## src/rtl/sqm_ones_sched_pkg.sv

```systemverilog
// Shared types and widths for the square-mod / ones-run scheduler.
package sqm_ones_pkg;

    localparam int A_W = 8;
    localparam int B_W = 4;
    localparam int Z_W = 4;

    localparam logic OP_SQMOD = 1'b1;
    localparam logic OP_ONES  = 1'b0;

    typedef enum logic [1:0] {IDLE, SETTLE, CAPTURE, RESP} sched_state_t;

    typedef struct packed {
        logic           op;
        logic [A_W-1:0] a;
        logic [B_W-1:0] b;
    } cmd_t;

    // A square-mod command with a zero modulus never reaches the datapath result.
    function automatic logic is_div_zero(input cmd_t c);
        return (c.op == OP_SQMOD) && (c.a == '0);
    endfunction

endpackage

```

## src/rtl/sqm_ones_sched_if.sv

```systemverilog
// Request, datapath and response signals of the scheduler; slave = scheduler side.
interface sqm_ones_sched_if #(
    parameter int NUM_REQ = 2,
    parameter int ID_W    = 1
);
    import sqm_ones_pkg::*;

    logic [NUM_REQ-1:0]     req_valid;
    logic [NUM_REQ-1:0]     req_ready;
    logic [NUM_REQ-1:0]     req_op;
    logic [A_W*NUM_REQ-1:0] req_a;
    logic [B_W*NUM_REQ-1:0] req_b;

    logic                   dp_op;
    logic [A_W-1:0]         dp_a;
    logic [B_W-1:0]         dp_b;
    logic [A_W-1:0]         dp_y;
    logic [Z_W-1:0]         dp_z;

    logic                   rsp_valid;
    logic                   rsp_ready;
    logic [ID_W-1:0]        rsp_id;
    logic [A_W-1:0]         rsp_y;
    logic [Z_W-1:0]         rsp_z;
    logic                   rsp_err;
    logic                   busy;

    modport slave (
        input  req_valid, req_op, req_a, req_b, dp_y, dp_z, rsp_ready,
        output req_ready, dp_op, dp_a, dp_b, rsp_valid, rsp_id, rsp_y, rsp_z, rsp_err, busy
    );

    modport master (
        output req_valid, req_op, req_a, req_b, dp_y, dp_z, rsp_ready,
        input  req_ready, dp_op, dp_a, dp_b, rsp_valid, rsp_id, rsp_y, rsp_z, rsp_err, busy
    );

endinterface

```

## src/rtl/sqm_ones_sched_rr_arbiter.sv

```systemverilog
// Round-robin pick of the first valid requester at or after rr_ptr; zero latency.
// No backpressure of its own: grant is a pure function of req_valid and rr_ptr.
module rr_arbiter #(
    parameter int N    = 2,
    parameter int ID_W = 1
) (
    input  logic [N-1:0]    req_valid,
    input  logic [ID_W-1:0] rr_ptr,
    output logic [N-1:0]    grant,
    output logic [ID_W-1:0] grant_idx
);

    logic found;

    always_comb begin
        found     = 1'b0;
        grant_idx = '0;
        grant     = '0;
        for (int k = 0; k < N; k++) begin
            for (int j = 0; j < N; j++) begin
                if (!found && req_valid[j] && (((int'(rr_ptr) + k) % N) == j)) begin
                    found     = 1'b1;
                    grant_idx = ID_W'(j);
                end
            end
        end
        for (int k = 0; k < N; k++) begin
            grant[k] = found && (grant_idx == ID_W'(k));
        end
    end

endmodule

```

## src/rtl/sqm_ones_sched.sv

```systemverilog
// Shares one square-mod/ones-run datapath between NUM_REQ requesters; response SETTLE_CYCLES+1 edges after accept (div-by-zero: on the accept edge).
// One command in flight; req_ready stays low until the response handshake completes, and rsp_* hold while rsp_ready is low.
module sqm_ones_sched
    import sqm_ones_pkg::*;
#(
    parameter int NUM_REQ       = 2,
    parameter int SETTLE_CYCLES = 1,
    parameter int ID_W          = (NUM_REQ > 1) ? $clog2(NUM_REQ) : 1
) (
    input  logic             clk,
    input  logic             rst_n,
    sqm_ones_sched_if.slave  bus
);

    sched_state_t     state, state_nxt;
    logic [NUM_REQ-1:0] grant;
    logic [ID_W-1:0]  grant_idx;
    logic [ID_W-1:0]  rr_ptr;
    logic [ID_W-1:0]  id_q;
    logic [2:0]       cnt;
    cmd_t             dp_q;
    cmd_t             cmd_g;
    logic             accept;
    logic [A_W-1:0]   rsp_y_q;
    logic [Z_W-1:0]   rsp_z_q;
    logic [ID_W-1:0]  rsp_id_q;
    logic             rsp_err_q;

    rr_arbiter #(.N(NUM_REQ), .ID_W(ID_W)) u_arb (
        .req_valid (bus.req_valid),
        .rr_ptr    (rr_ptr),
        .grant     (grant),
        .grant_idx (grant_idx)
    );

    assign bus.req_ready = (rst_n && state == IDLE) ? grant : '0;
    assign accept        = |(bus.req_valid & bus.req_ready);

    always_comb begin
        cmd_g = '0;
        for (int i = 0; i < NUM_REQ; i++) begin
            if (grant[i]) begin
                cmd_g.op = bus.req_op[i];
                cmd_g.a  = bus.req_a[i*A_W +: A_W];
                cmd_g.b  = bus.req_b[i*B_W +: B_W];
            end
        end
    end

    always_comb begin
        state_nxt = state;
        case (state)
            IDLE:    if (accept) state_nxt = is_div_zero(cmd_g) ? RESP : SETTLE;
            SETTLE:  if (cnt == '0) state_nxt = CAPTURE;
            CAPTURE: state_nxt = RESP;
            RESP:    if (bus.rsp_ready) state_nxt = IDLE;
            default: state_nxt = IDLE;
        endcase
    end

    always_ff @(posedge clk or negedge rst_n) begin
        if (!rst_n) begin
            state     <= IDLE;
            rr_ptr    <= '0;
            id_q      <= '0;
            cnt       <= '0;
            dp_q      <= '0;
            rsp_y_q   <= '0;
            rsp_z_q   <= '0;
            rsp_id_q  <= '0;
            rsp_err_q <= 1'b0;
        end else begin
            state <= state_nxt;
            case (state)
                IDLE: begin
                    if (accept) begin
                        dp_q   <= cmd_g;
                        id_q   <= grant_idx;
                        rr_ptr <= (grant_idx == ID_W'(NUM_REQ - 1)) ? '0 : grant_idx + 1'b1;
                        if (is_div_zero(cmd_g)) begin
                            rsp_err_q <= 1'b1;
                            rsp_y_q   <= '0;
                            rsp_z_q   <= '0;
                            rsp_id_q  <= grant_idx;
                        end else begin
                            cnt <= 3'(SETTLE_CYCLES - 1);
                        end
                    end
                end
                SETTLE: begin
                    if (cnt != '0) cnt <= cnt - 1'b1;
                end
                CAPTURE: begin
                    rsp_y_q   <= bus.dp_y;
                    rsp_z_q   <= bus.dp_z;
                    rsp_err_q <= 1'b0;
                    rsp_id_q  <= id_q;
                end
                default: ;
            endcase
        end
    end

    assign bus.dp_op     = dp_q.op;
    assign bus.dp_a      = dp_q.a;
    assign bus.dp_b      = dp_q.b;
    assign bus.rsp_valid = (state == RESP);
    assign bus.rsp_id    = rsp_id_q;
    assign bus.rsp_y     = rsp_y_q;
    assign bus.rsp_z     = rsp_z_q;
    assign bus.rsp_err   = rsp_err_q;
    assign bus.busy      = (state != IDLE);

endmodule

```

## src/flat_wrapper.sv

```systemverilog
// flat-port wrapper written by rule: the top's interface ports become plain ports
module sqm_ones_sched_flat import sqm_ones_pkg::*;
#(
    parameter int NUM_REQ       = 2,
    parameter int SETTLE_CYCLES = 1,
    parameter int ID_W          = (NUM_REQ > 1) ? $clog2(NUM_REQ) : 1
)
  (clk, rst_n, bus_req_valid, bus_req_op, bus_req_a, bus_req_b, bus_dp_y, bus_dp_z, bus_rsp_ready, bus_req_ready, bus_dp_op, bus_dp_a, bus_dp_b, bus_rsp_valid, bus_rsp_id, bus_rsp_y, bus_rsp_z, bus_rsp_err, bus_busy);
  sqm_ones_sched_if #(.NUM_REQ(NUM_REQ), .ID_W(ID_W)) bus_i ();
  input  logic clk;
  input  logic rst_n;
  input wire logic [$bits(bus_i.req_valid)-1:0] bus_req_valid;
  input wire logic [$bits(bus_i.req_op)-1:0] bus_req_op;
  input wire logic [$bits(bus_i.req_a)-1:0] bus_req_a;
  input wire logic [$bits(bus_i.req_b)-1:0] bus_req_b;
  input wire logic [$bits(bus_i.dp_y)-1:0] bus_dp_y;
  input wire logic [$bits(bus_i.dp_z)-1:0] bus_dp_z;
  input wire logic [$bits(bus_i.rsp_ready)-1:0] bus_rsp_ready;
  output wire logic [$bits(bus_i.req_ready)-1:0] bus_req_ready;
  output wire logic [$bits(bus_i.dp_op)-1:0] bus_dp_op;
  output wire logic [$bits(bus_i.dp_a)-1:0] bus_dp_a;
  output wire logic [$bits(bus_i.dp_b)-1:0] bus_dp_b;
  output wire logic [$bits(bus_i.rsp_valid)-1:0] bus_rsp_valid;
  output wire logic [$bits(bus_i.rsp_id)-1:0] bus_rsp_id;
  output wire logic [$bits(bus_i.rsp_y)-1:0] bus_rsp_y;
  output wire logic [$bits(bus_i.rsp_z)-1:0] bus_rsp_z;
  output wire logic [$bits(bus_i.rsp_err)-1:0] bus_rsp_err;
  output wire logic [$bits(bus_i.busy)-1:0] bus_busy;
  assign bus_i.req_valid = bus_req_valid;
  assign bus_i.req_op = bus_req_op;
  assign bus_i.req_a = bus_req_a;
  assign bus_i.req_b = bus_req_b;
  assign bus_i.dp_y = bus_dp_y;
  assign bus_i.dp_z = bus_dp_z;
  assign bus_i.rsp_ready = bus_rsp_ready;
  assign bus_req_ready = bus_i.req_ready;
  assign bus_dp_op = bus_i.dp_op;
  assign bus_dp_a = bus_i.dp_a;
  assign bus_dp_b = bus_i.dp_b;
  assign bus_rsp_valid = bus_i.rsp_valid;
  assign bus_rsp_id = bus_i.rsp_id;
  assign bus_rsp_y = bus_i.rsp_y;
  assign bus_rsp_z = bus_i.rsp_z;
  assign bus_rsp_err = bus_i.rsp_err;
  assign bus_busy = bus_i.busy;
  sqm_ones_sched #(.NUM_REQ(NUM_REQ), .SETTLE_CYCLES(SETTLE_CYCLES), .ID_W(ID_W)) u_core (.clk(clk), .rst_n(rst_n), .bus(bus_i));
endmodule
```

## config.mk

```make
export PLATFORM = sky130hd
export DESIGN_NAME = sqm_ones_sched_flat
export DESIGN_NICKNAME = d
export VERILOG_FILES = /design/src/rtl/sqm_ones_sched_pkg.sv /design/src/rtl/sqm_ones_sched_if.sv /design/src/rtl/sqm_ones_sched_rr_arbiter.sv /design/src/rtl/sqm_ones_sched.sv /design/src/flat_wrapper.sv
export SDC_FILE = /design/constraint.sdc
export NUM_CORES = 1
export LEC_CHECK = 0
export BUFFER_PORTS_ARGS = -buffer_cell sky130_fd_sc_hd__buf_2
export CORE_ASPECT_RATIO = 0.75
export CORE_MARGIN = 8
export CORE_UTILIZATION = 47
export DETAILED_ROUTE_END_ITERATION = 8
export PLACE_DENSITY = 0.79
export SYNTH_ARGS = -nofsm -noshare
export SYNTH_HDL_FRONTEND = slang
export SYNTH_SLANG_ARGS = --single-unit
```

## constraint.sdc

```tcl
create_clock -name clk -period 2.75 [get_ports clk]
set_clock_uncertainty 0.2 [all_clocks]
set_input_delay 0.6875 -clock clk [delete_from_list [all_inputs] [get_ports clk]]
set_output_delay 0.6875 -clock clk [all_outputs]
set_load 0.05 [all_outputs]
```

==> metrics.md, run 1 <==
| Metric | Value |
|---|---|
| Worst setup EP type | `output pin` |
| GR Util All Layers | `15.7%` |
| Setup repair after global routing missed its margin | `false` |
| Slowest Stage Delay on Critical Path | `0.29 ns` |
| Number of global-route vias before repair | `1585` |
| Pin count of the biggest net entering global routing | `32` |
| Post-synthesis xor/xnor area fraction | `0%` |
| Simple-gate share of the synthesized area | `12.5%` |
| Final worst-path cycle share | `90.6%` |
| Critical path, cell by cell | `buf_2 > nand2b_1 > and2_1 > and3_1 > buf_2` |
| Final net count | `313` |
| Drt first pass iters | `4` |
| Leading cell types by count after synthesis | `sky130_fd_sc_hd__dfrtp_1 (34), sky130_fd_sc_hd__nand2_1 (28), sky130_fd_sc_hd__inv_1 (22)` |
| Buffers added on ports | `73` |
| Number of antenna violations at the first check in global routing | `0` |
| Global route overflow | `0` |
| CP Data Arrival Time | `1.60 ns` |
| Count of buffers added by post-CTS timing repair for setup | `0` |
| Effective utilization at floorplan | `48.2%` |
| Most used DFF post-synth | `sky130_fd_sc_hd__dfrtp_1` |
| Number of hold violations in the final report | `0` |
| Switching power of the nets | `1620 uW` |
| Critical path's most frequent cell | `sky130_fd_sc_hd__buf_2` |
| DRC | `0` |
| Slowest-stage cell, CP | `sky130_fd_sc_hd__buf_2` |
| Max Fclk | `0.401 GHz` |
| Placer congestion estimate | `0.828` |
| Routed WL | `4510 um` |
| Count of cells resized by post-cts repair | `0` |
| Register-to-register setup slack | `0.57 ns` |
| Combinational fraction of design power | `60.8%` |
| Hpwl dp | `3490 um` |
| Syn Nets | `228` |
| Worst reg2reg startpoint | `u_core.state[0]` |
| Result of the run | `completed` |
| Fraction of the mapped netlist area in compound gates | `17.4%` |
| Horizontal die dimension | `86.3 um` |
| Setup TNS Final | `0 ns` |
| Max rail drop VDD | `0.643 mV` |
| Worst EP required | `1.86 ns` |
| Insertion delay to the later sink of the worst-skew pair | `0.29 ns` |
| Leading area contributor after synthesis | `sky130_fd_sc_hd__dfrtp_1` |
| Synth unique cells | `33` |
| Total number of yosys warnings | `0` |
| Violation count after the first detailed-routing iteration | `91` |
| Multi-input logic area | `762 um2` |
| Number of clock buffers inserted by TritonCTS | `5` |
| Switching share of power | `52.5%` |
| DR vias | `1578` |
| Height of the die | `68.7 um` |
| Reg-to-Reg End | `u_core.cnt[2]` |
| Sink count of the clock tree | `34` |
| Main combinational cell family by area after synthesis | `compound AO/OA/AOI/OAI gates` |
| Quantity of hold-fixing buffers added after cts | `0` |
| Synthesized-area fraction occupied by adder cells | `5.03%` |
| Synthesized area divided by synthesized cell count | `9.79 um2` |
| Antenna violation net count after detailed routing | `0` |
| Worst hold slack | `0.0337 ns` |
| Yosys top cell area share | `48.8%` |
| Startpoint kind of the worst setup timing path | `primary input` |
| CTS tree | `done` |
| Proportion of layout cells with a drive suffix above 1 | `37.3%` |
| CTS H-tree depth | `2` |
| Register bit total from synthesis | `34` |
| Total internal power | `1470 uW` |
| Total chip power | `3090 uW` |
| Post-Syn Area | `1740 um2` |
| Worst-path maximum fanout | `4` |
| Max Buffers Root-to-Sink | `2` |
| Tightest slew margin relative to the limit | `80.6%` |
| Ports placed on the boundary | `74` |
| Number of placement rows | `19` |
| Top post-synthesis cells by area | `sky130_fd_sc_hd__dfrtp_1 (49%), sky130_fd_sc_hd__mux2i_1 (7.5%), sky130_fd_sc_hd__nand2_1 (6.0%)` |
| WL per Instance | `14.3 um` |
| Worst Hold Class | `primary input to asynchronous set/reset pin` |
| Wire length of the first global-routing pass | `7200 um` |
| Core Box Area | `3610 um2` |
| Cells after Synth | `178` |
| Setup-violating endpoint count in the final report | `0` |
| Worst R2R Path Depth | `9` |
| Tmin final | `2.49 ns` |
| Worst-case setup slack after placement | `0.0414 ns` |
| Sequential cell area fraction in the yosys report | `48.8%` |
| Max-capacitance violation count | `0` |
| Clock-pin slew on the worst setup and hold paths | `0.06 ns` |
| Critical setup path kind | `primary input to output pin` |
| Slew at the pin with the worst max-slew slack | `0.288 ns` |
| Multiplexer share of the synthesized area | `8.76%` |
| Part of the power in registers | `28.1%` |
| Count of flip-flops with a built-in enable after synthesis | `0` |
| Cell leakage power | `0.00121 uW` |
| Synth-to-layout area growth | `32.8%` |
| Ratio of total power to cell area | `1330 nW/um2` |
| Layout fillers | `351` |
| Seq. cell area | `851 um2` |
| Vias per std cell | `5.01` |
| Proportion of power drawn by the clock network | `11.1%` |
| Die area | `5930 um2` |
| Number of diodes | `0` |
| Most repeated cell in the gate-level netlist after synthesis | `sky130_fd_sc_hd__dfrtp_1` |
| Clock root buffer | `sky130_fd_sc_hd__clkbuf_8` |
| Share of synthesized flip-flops with an asynchronous set or reset | `100%` |
| Worst setup slack after layout | `0.259 ns` |
| Number of pins exceeding their max-slew limit in the final report | `0` |
==> cells by family after synthesis <==
family	after synthesis
simple gates	47
compound gates	45
flops	34
buf+inv	30
mux	15
fa+ha+maj	7
==> critical path, delay by kind of cell <==
kind | cells | cell delay [ns]
AND/OR/NAND/NOR | 3 | 0.51
buffers and inverters | 2 | 0.40
==> routing by layer <==
metal  vias to the layer above  share of wire, %  track usage [%]
met2                        47                50             27.1
met4                         0               3.0             8.12
met1                       737                41             17.1
met5                         -                 0                0
li1                        776                 -                -
met3                        18               6.6             5.56
==> sequential cells by signal, indices dropped and copies added (netlist names), 2 cells and up <==
name / cells
u_core.bus.dp_a: 8
u_core.bus.dp_b: 4
u_core.bus.rsp_y: 8
u_core.bus.rsp_z: 4
u_core.cnt: 3
u_core.state: 2
==> cell type report <==
type	count	share of cell area, %
sequential	34	36.8
multi-input combinational	114	32.9
timing repair buffer	86	20.5
inverter	22	3.57
clock buffer	5	2.97
tap	52	2.81
clock inverter	2	0.432
==> through the flow <==
stage,cells,utilization (%),cell area [um2]
after floorplan,178,-,1740
after global placement,308,61.9,2240
after detailed placement,308,61.9,2240
after CTS,315,64.1,2310
after global routing,315,64.1,2310
final,315,64.1,2310
==> worst max path at each step <==
stage,slack (ns),depth (start not counted),from,to
floorplan,0.16,6,bus_req_a[7],u_core.bus.rsp_id
global placement,0.08,7,bus_req_a[7],u_core.bus.rsp_id
CTS,0.25,5,bus_req_valid[0],bus_req_ready[1]
detailed placement,0.04,8,bus_req_a[7],u_core.bus.rsp_y[4]
global route,0.16,4,u_core.state[0],bus_req_ready[1]
finish,0.26,5,bus_req_valid[0],bus_req_ready[1]
==> power by group through the flow <==
stage	clock, uW	sequential, uW	combinational, uW
6_report	342	867	1880
5_1_grt	372	898	2030
4_1_cts	347	868	1890
3_5_place_dp	0	874	1880
3_3_place_gp	0	863	1850
2_1_floorplan	0	1530	746
==> cell usage in the layout (no fill, tap or decap), types with 5 or more instances in the layout <==
cell / count
sky130_fd_sc_hd__a22oi_1: 10
sky130_fd_sc_hd__o21ai_0: 19
sky130_fd_sc_hd__ha_1: 7
sky130_fd_sc_hd__mux2i_1: 13
sky130_fd_sc_hd__buf_2: 73
sky130_fd_sc_hd__buf_4: 12
sky130_fd_sc_hd__dfrtp_1: 34
sky130_fd_sc_hd__nand2_1: 28
sky130_fd_sc_hd__inv_1: 22
sky130_fd_sc_hd__clkbuf_8: 5
(Power assumes the default switching activity.)
==> run 2: changes to the inputs <==
--- a/config.mk
+++ b/config.mk
@@ -5,12 +5,13 @@
 export SDC_FILE = /design/constraint.sdc
 export NUM_CORES = 1
 export LEC_CHECK = 0
+export ABC_AREA = 1
 export BUFFER_PORTS_ARGS = -buffer_cell sky130_fd_sc_hd__buf_2
 export CORE_ASPECT_RATIO = 0.75
 export CORE_MARGIN = 8
-export CORE_UTILIZATION = 47
+export CORE_UTILIZATION = 49
 export DETAILED_ROUTE_END_ITERATION = 8
-export PLACE_DENSITY = 0.79
+export PLACE_DENSITY = 0.83
 export SYNTH_ARGS = -nofsm -noshare
 export SYNTH_HDL_FRONTEND = slang
 export SYNTH_SLANG_ARGS = --single-unit
==> run 2 against run 1 <==
Register-to-register slack lost 0.04 ns. Non-clock buffer count shrank 8. Via count grew 17%. Sequential power is essentially flat. Wire length grew 7.4%. Worst setup slack lost 0.094 ns. Combinational power shrank 4%. Die area grew 6.0%. Utilization shrank 1.2 points. Clock power grew 37%. Largest power group unchanged.
==> metrics.md, run 2 <==
| Metric | Value |
|---|---|
| Result of the run | `completed` |
| Horizontal die dimension | `89.0 um` |
| Highest metal layer with signal wires | `met4` |
| Number of diodes | `0` |
| Worst R2R Path Depth | `10` |
| Antenna violation net count after detailed routing | `0` |
| Number of hold violations in the final report | `0` |
| Sequential cell area fraction in the yosys report | `43.5%` |
| Most repeated cell in the gate-level netlist after synthesis | `sky130_fd_sc_hd__nand2_1` |
| Worst EP required | `1.86 ns` |
| Final worst-path cycle share | `94.0%` |
| CP Buf/Inv Count | `3` |
| Number of antenna violations at the first check in global routing | `0` |
| Reg-to-Reg End | `u_core.bus.rsp_y[3]` |
| Pin count of the biggest net entering global routing | `23` |
| Yosys top cell area share | `43.5%` |
| Max-capacitance violation count | `0` |
| Vias per std cell | `4.83` |
| Met2 WL | `2420 um` |
| Global route overflow | `0` |
| Wire length of the first global-routing pass | `8040 um` |
| Violation count after the first detailed-routing iteration | `86` |
| Max rail drop VDD | `0.687 mV` |
| Count of cells resized by post-cts repair | `0` |
| Placer congestion estimate | `0.860` |
| Count of flip-flops with a built-in enable after synthesis | `0` |
| Dpl cell area | `2360 um2` |
| Syn Nets | `302` |
| Critical path's most frequent cell | `sky130_fd_sc_hd__inv_1` |
| Clock-pin slew on the worst setup and hold paths | `0.07 ns` |
| Setup-violating endpoint count in the final report | `0` |
| Synth unique cells | `25` |
| Worst-path maximum fanout | `5` |
| Tmin final | `2.59 ns` |
| Cell leakage power | `0.00147 uW` |
| Worst Hold Class | `primary input to asynchronous set/reset pin` |
| Critical path, cell by cell | `inv_1 > ha_1 > nand4_1 > inv_1 > buf_2` |
| DR vias | `1840` |
| Core Box Area | `3930 um2` |
| Proportion of layout cells with a drive suffix above 1 | `32.2%` |
| Crit path max-delay family | `buffers and inverters` |
| Leading area contributor after synthesis | `sky130_fd_sc_hd__dfrtp_1` |
| Max Buffers Root-to-Sink | `2` |
| Total number of yosys warnings | `0` |
| DRC | `0` |
| Height of the die | `70.7 um` |
| Number of global-route vias before repair | `1784` |
| Worst reg2reg startpoint | `u_core.state[1]` |
| Buffers added on ports | `73` |
| Startpoint kind of the worst setup timing path | `register` |
| Sink count of the clock tree | `34` |
| Ratio of total power to cell area | `1270 nW/um2` |
| Number of placement rows | `20` |
| Synthesized area divided by synthesized cell count | `7.76 um2` |
| Leading cell types by count after synthesis | `sky130_fd_sc_hd__nand2_1 (75), sky130_fd_sc_hd__nand3_1 (36), sky130_fd_sc_hd__dfrtp_1 (34)` |
| Synth-to-layout area growth | `26.4%` |
| Effective utilization at floorplan | `49.8%` |
| Worst-case setup slack after placement | `0.305 ns` |
| Worst setup EP type | `output pin` |
| Routed WL | `4840 um` |
| Post-Syn Area | `1960 um2` |
| Hpwl dp | `3860 um` |
| Slew at the pin with the worst max-slew slack | `0.541 ns` |
| Worst setup slack after layout | `0.165 ns` |
| Cells after Synth | `252` |
| Die area | `6290 um2` |
| Quantity of hold-fixing buffers added after cts | `0` |
| Total non-filler cell area in the finished layout | `2470 um2` |
| Register-to-register setup slack | `0.53 ns` |
| Ports placed on the boundary | `74` |
| Tightest slew margin relative to the limit | `63.9%` |
| Final net count | `376` |
| CTS H-tree depth | `2` |
| Drt first pass iters | `4` |
| Clock root buffer | `sky130_fd_sc_hd__clkbuf_8` |
| Most used DFF post-synth | `sky130_fd_sc_hd__dfrtp_1` |
| Insertion delay to the later sink of the worst-skew pair | `0.29 ns` |
| Most frequent cells in the layout | `sky130_fd_sc_hd__nand2_1 (75), sky130_fd_sc_hd__buf_2 (73), sky130_fd_sc_hd__nand3_1 (36)` |
| Layout fillers | `382` |
| Count of buffers added by post-CTS timing repair for setup | `0` |
| CP Data Arrival Time | `1.70 ns` |
| GR Util All Layers | `16.1%` |
| WL per Instance | `12.7 um` |
| CTS tree | `done` |
| Slowest Stage Delay on Critical Path | `0.43 ns` |
| Max Fclk | `0.387 GHz` |
| Detailed-routing wirelength on met1 | `2020 um` |
| Number of clock buffers inserted by TritonCTS | `5` |
| Slowest-stage cell, CP | `sky130_fd_sc_hd__dfrtp_1` |
| Setup TNS Final | `0 ns` |
| Share of synthesized flip-flops with an asynchronous set or reset | `100%` |
| Met3 wire len | `323 um` |
| Setup repair after global routing missed its margin | `false` |
| Commonest non-fill, non-tap cell in the layout | `sky130_fd_sc_hd__nand2_1` |
| Number of pins exceeding their max-slew limit in the final report | `0` |
| Critical setup path kind | `register to output pin` |
| Top post-synthesis cells by area | `sky130_fd_sc_hd__dfrtp_1 (44%), sky130_fd_sc_hd__nand2_1 (14%), sky130_fd_sc_hd__nand3_1 (9.2%)` |
| Register bit total from synthesis | `34` |
[run 2: cell types whose count changed after synthesis, moves of 5 or more]
cell | previous run | this run
sky130_fd_sc_hd__inv_1 | 22 | 27
sky130_fd_sc_hd__nand2_1 | 28 | 75
sky130_fd_sc_hd__mux2i_1 | 13 | 0
sky130_fd_sc_hd__a31oi_1 | 2 | 9
sky130_fd_sc_hd__nand3_1 | 2 | 36
sky130_fd_sc_hd__a22oi_1 | 10 | 0
sky130_fd_sc_hd__nand2_2 | 0 | 6
sky130_fd_sc_hd__o21ai_0 | 19 | 6
sky130_fd_sc_hd__nor2_1 | 4 | 20
[run 2: through the flow]
step	total power (uW)	hold WS (ns)	utilization (%)	instances
6_report	3150	0.169	62.9	381
5_1_grt	3380	0.198	62.9	381
4_1_cts	3190	0.165	62.9	381
3_5_place_dp	2700	0.275	60.0	374
3_3_place_gp	2660	0.258	60.0	374
2_1_floorplan	2290	0.192	-	252
[run 2: layout make-up]
type	instances	area, um2	share of cell area, %
flip-flops and latches	34	851	34.4
inverters	30	115	4.66
well taps	55	68.8	2.78
clock buffers	6	82.6	3.34
clock inverters	1	30.0	1.22
repair buffers	78	403	16.3
multi-input cells	177	921	37.3
[run 2: worst max path at each step]
stage	endpoint	slack [ns]	cells past startpoint	start
floorplan	bus_req_ready[0]	0.39	6	bus_req_valid[1]
global placement	bus_req_ready[1]	0.33	5	bus_req_valid[0]
detailed placement	bus_req_ready[1]	0.31	5	bus_req_valid[0]
CTS	bus_req_ready[1]	0.17	5	u_core.state[1]
global route	bus_req_ready[1]	0.06	5	u_core.state[1]
finish	bus_req_ready[1]	0.16	5	u_core.state[1]
[run 2: kinds of logic (layout without fill, tap and decap cells)]
family                   Yosys count  after routing  share of synthesized area (%)
AO/OA/AOI/OAI                     16             16                           4.67
XOR/XNOR                           1              1                          0.448
adder cells (fa/ha/maj)            7              7                           4.48
buffers and inverters             41            115                           9.41
flip-flops                        34             34                           43.5
AND/OR/NAND/NOR                  153            153                           37.5
[run 2: power by group]
group | internal, uW | switching (uW) | total [uW]
logic | 457 | 1350 | 1810
clock network | 290 | 180 | 470
registers | 733 | 137 | 869
total | 1480 | 1670 | 3150
[run 2: metal layers]
metal / global-route usage (%) / vias up
met5: 0 / -
met4: 6.07 / 0
met3: 4.28 / 8
met2: 27.3 / 37
met1: 18.9 / 845
li1: - / 950
==> run 3: changes to the inputs <==
--- a/config.mk
+++ b/config.mk
@@ -14,4 +14,5 @@
 export PLACE_DENSITY = 0.83
 export SYNTH_ARGS = -nofsm -noshare
 export SYNTH_HDL_FRONTEND = slang
+export SYNTH_HIERARCHICAL = 1
 export SYNTH_SLANG_ARGS = --single-unit
==> run 3 against run 2 <==
Hold slack gained 0.057 ns. Via count is 0.87% higher. Wire length increased by 1.8%. Count of clock-buffer cells in the layout stayed put. Combinational power fell by 3%. Fmax fell by 2.4%. Global-route usage grew 0.38 points. Sequential power is 2% lower. First-iteration DRC count rose by 33%. Die area shrank 1.2%. Utilization is 3.3 points higher. Non-clock buffer count rose by 1. Largest power group unchanged.
==> metrics.md, run 3 <==
| Metric | Value |
|---|---|
| Count of buffers added by post-CTS timing repair for setup | `0` |
| Most frequent cells in the layout | `sky130_fd_sc_hd__nand2_1 (91), sky130_fd_sc_hd__buf_2 (73), sky130_fd_sc_hd__dfrtp_1 (34)` |
| Yosys top cell area share | `44.2%` |
| Pin count of the biggest net entering global routing | `22` |
| DRC | `0` |
| Layout fillers | `347` |
| Wire length of the first global-routing pass | `8160 um` |
| Startpoint kind of the worst setup timing path | `register` |
| Max Fclk | `0.378 GHz` |
| Number of pins exceeding their max-slew limit in the final report | `0` |
| Core Box Area | `3710 um2` |
| Height of the die | `70.3 um` |
| Fraction of the mapped netlist area in compound gates | `6.69%` |
| Hpwl dp | `3940 um` |
| Antenna violation net count after detailed routing | `0` |
| Final net count | `384` |
| Critical setup path kind | `register to output pin` |
| Result of the run | `completed` |
| Leading area contributor after synthesis | `sky130_fd_sc_hd__dfrtp_1` |
| Max rail drop VDD | `0.599 mV` |
| Proportion of layout cells with a drive suffix above 1 | `30.2%` |
| Buffers added on ports | `73` |
| WL per Instance | `12.8 um` |
| Number of global-route vias before repair | `1768` |
| Die area | `6210 um2` |
| Commonest non-fill, non-tap cell in the layout | `sky130_fd_sc_hd__nand2_1` |
| Top post-synthesis cells by area | `sky130_fd_sc_hd__dfrtp_1 (44%), sky130_fd_sc_hd__nand2_1 (18%), sky130_fd_sc_hd__nand3_1 (7.0%)` |
| Vias per std cell | `4.81` |
| Number of antenna violations at the first check in global routing | `0` |
| Ratio of total power to cell area | `1250 nW/um2` |
| Ports placed on the boundary | `74` |
| Effective utilization at floorplan | `51.9%` |
| Routed WL | `4920 um` |
| Share of synthesized flip-flops with an asynchronous set or reset | `100%` |
| DR vias | `1856` |
| Cell leakage power | `0.00149 uW` |
| Number of placement rows | `19` |
| Setup repair after global routing missed its margin | `false` |
| Setup-violating endpoint count in the final report | `0` |
| Tmin final | `2.65 ns` |
| Insertion delay to the later sink of the worst-skew pair | `0.28 ns` |
| Number of hold violations in the final report | `0` |
| CP Data Arrival Time | `1.76 ns` |
| Horizontal die dimension | `88.4 um` |
| Drt first pass iters | `4` |
| Leading cell types by count after synthesis | `sky130_fd_sc_hd__nand2_1 (91), sky130_fd_sc_hd__dfrtp_1 (34), sky130_fd_sc_hd__inv_1 (30)` |
| Max Buffers Root-to-Sink | `2` |
| Most used DFF post-synth | `sky130_fd_sc_hd__dfrtp_1` |
| Tightest slew margin relative to the limit | `63.4%` |
| Worst EP required | `1.86 ns` |
| Worst Hold Class | `primary input to asynchronous set/reset pin` |
| Placer congestion estimate | `0.885` |
| Number of clock buffers inserted by TritonCTS | `5` |
| Setup TNS Final | `0 ns` |
| Clock-pin slew on the worst setup and hold paths | `0.06 ns` |
| Slew at the pin with the worst max-slew slack | `0.548 ns` |
| Count of flip-flops with a built-in enable after synthesis | `0` |
| Sequential cell area fraction in the yosys report | `44.2%` |
| Most repeated cell in the gate-level netlist after synthesis | `sky130_fd_sc_hd__nand2_1` |
| Post-synthesis xor/xnor area fraction | `0%` |
| Main combinational cell family by area after synthesis | `simple AND/OR/NAND/NOR gates` |
| Multiplexer share of the synthesized area | `0%` |
| Sink count of the clock tree | `34` |
| Syn Nets | `309` |
| Worst-path maximum fanout | `5` |
| GR Util All Layers | `16.5%` |
| Simple-gate share of the synthesized area | `34.6%` |
| Register bit total from synthesis | `34` |
| Violation count after the first detailed-routing iteration | `114` |
| Synth unique cells | `24` |
| Total number of yosys warnings | `6` |
| CTS H-tree depth | `2` |
| Clock root buffer | `sky130_fd_sc_hd__clkbuf_8` |
| Final worst-path cycle share | `96.3%` |
| Worst setup EP type | `output pin` |
| Synthesized area divided by synthesized cell count | `7.43 um2` |
| Cells after Synth | `259` |
| Global route overflow | `0` |
| Number of diodes | `0` |
| Worst hold slack | `0.226 ns` |
| Synth-to-layout area growth | `27.5%` |
| CTS tree | `done` |
| Max-capacitance violation count | `0` |
| Synthesized-area fraction occupied by adder cells | `4.55%` |
| Post-Syn Area | `1930 um2` |
-- run 3: cell count changes after synthesis, moves of 4 or more --
cell,previous run,this run
sky130_fd_sc_hd__nand2_1,75,91
sky130_fd_sc_hd__nand3_1,36,27
sky130_fd_sc_hd__o21ai_0,6,15
sky130_fd_sc_hd__a31oi_1,9,3
sky130_fd_sc_hd__a22oi_1,0,4
sky130_fd_sc_hd__nand3_2,4,0
-- run 3: worst max-delay path: stages, from the launching register on --
cell and delay, ns:
sky130_fd_sc_hd__dfrtp_1 0.42, sky130_fd_sc_hd__inv_1 0.15, sky130_fd_sc_hd__ha_1 0.30, sky130_fd_sc_hd__inv_1 0.17, sky130_fd_sc_hd__nor3_2 0.15, sky130_fd_sc_hd__buf_2 0.29
-- run 3: where the power goes --
| group | switching (uW) | internal [uW] | leakage [uW] |
|---|---|---|---|
| clock | 165 | 290 | 0.0000573 |
| sequential | 131 | 725 | 0.000442 |
| combinational | 1330 | 436 | 0.000993 |
-- run 3: kinds of logic after synthesis --
kind of cell / Yosys count
DFF: 34
AOI/OAI and AO/OA: 23
and+or+nand+nor: 152
buffers and inverters: 43
adders and majority gates: 7
-- run 3: layout make-up --
class / count / area, um2 / area share (%)
clock inverters: 1 / 30.0 / 1.22
flip-flops and latches: 34 / 851 / 34.7
multi-input cells: 182 / 896 / 36.5
well taps: 52 / 65.1 / 2.65
inverters: 32 / 120 / 4.89
clock buffers: 6 / 82.6 / 3.36
repair buffers: 79 / 410 / 16.7
-- run 3: final timing paths --
path | cells past startpoint | slack, ns | endpoint | start
worst max-delay path | 5 | 0.10 | bus_req_ready[0] | u_core/state[0]
worst min-delay path | 2 | 0.23 | u_core/cnt[2] | rst_n
worst max register to register | 11 | 0.51 | u_core/bus.rsp_y[2] | u_core/rr_ptr
worst min register to register | 2 | 0.28 | u_core/cnt[2] | u_core/cnt[2]
max in group asynchronous | 2 | 1.93 | u_core/bus.dp_b[2] | rst_n
min in group clk | 2 | 0.28 | u_core/cnt[2] | u_core/cnt[2]
-- run 3: stage by stage --
stage / std cells / area, um2 / total power, uW / worst slack (ns) / util [%]
3_3_place_gp: 379 / 2340 / 2590 / 0.162 / 63.1
6_report: 386 / 2450 / 3070 / 0.103 / 66.2
4_1_cts: 386 / 2450 / 3100 / 0.0718 / 66.1
3_5_place_dp: 379 / 2340 / 2630 / 0.0717 / 63.1
5_1_grt: 386 / 2450 / 3290 / 0.0164 / 66.2
2_1_floorplan: 259 / 1940 / 2210 / 0.140 / -
-- run 3: routing by layer --
| metal | part of all wire [%] | track usage [%] | vias to the layer above |
|---|---|---|---|
| met5 | 0 | 0 | - |
| li1 | - | - | 954 |
| met3 | 7.2 | 3.86 | 5 |
| met2 | 48 | 26.8 | 48 |
| met4 | 1.2 | 6.73 | 0 |
| met1 | 43 | 20.2 | 849 |
-- run 3: repair_timing --
item / 4_1_cts / 5_1_grt
resized for setup: 0 / 1
endpoints found under the setup margin: 0 / 1
hold buffers: 0 / 0
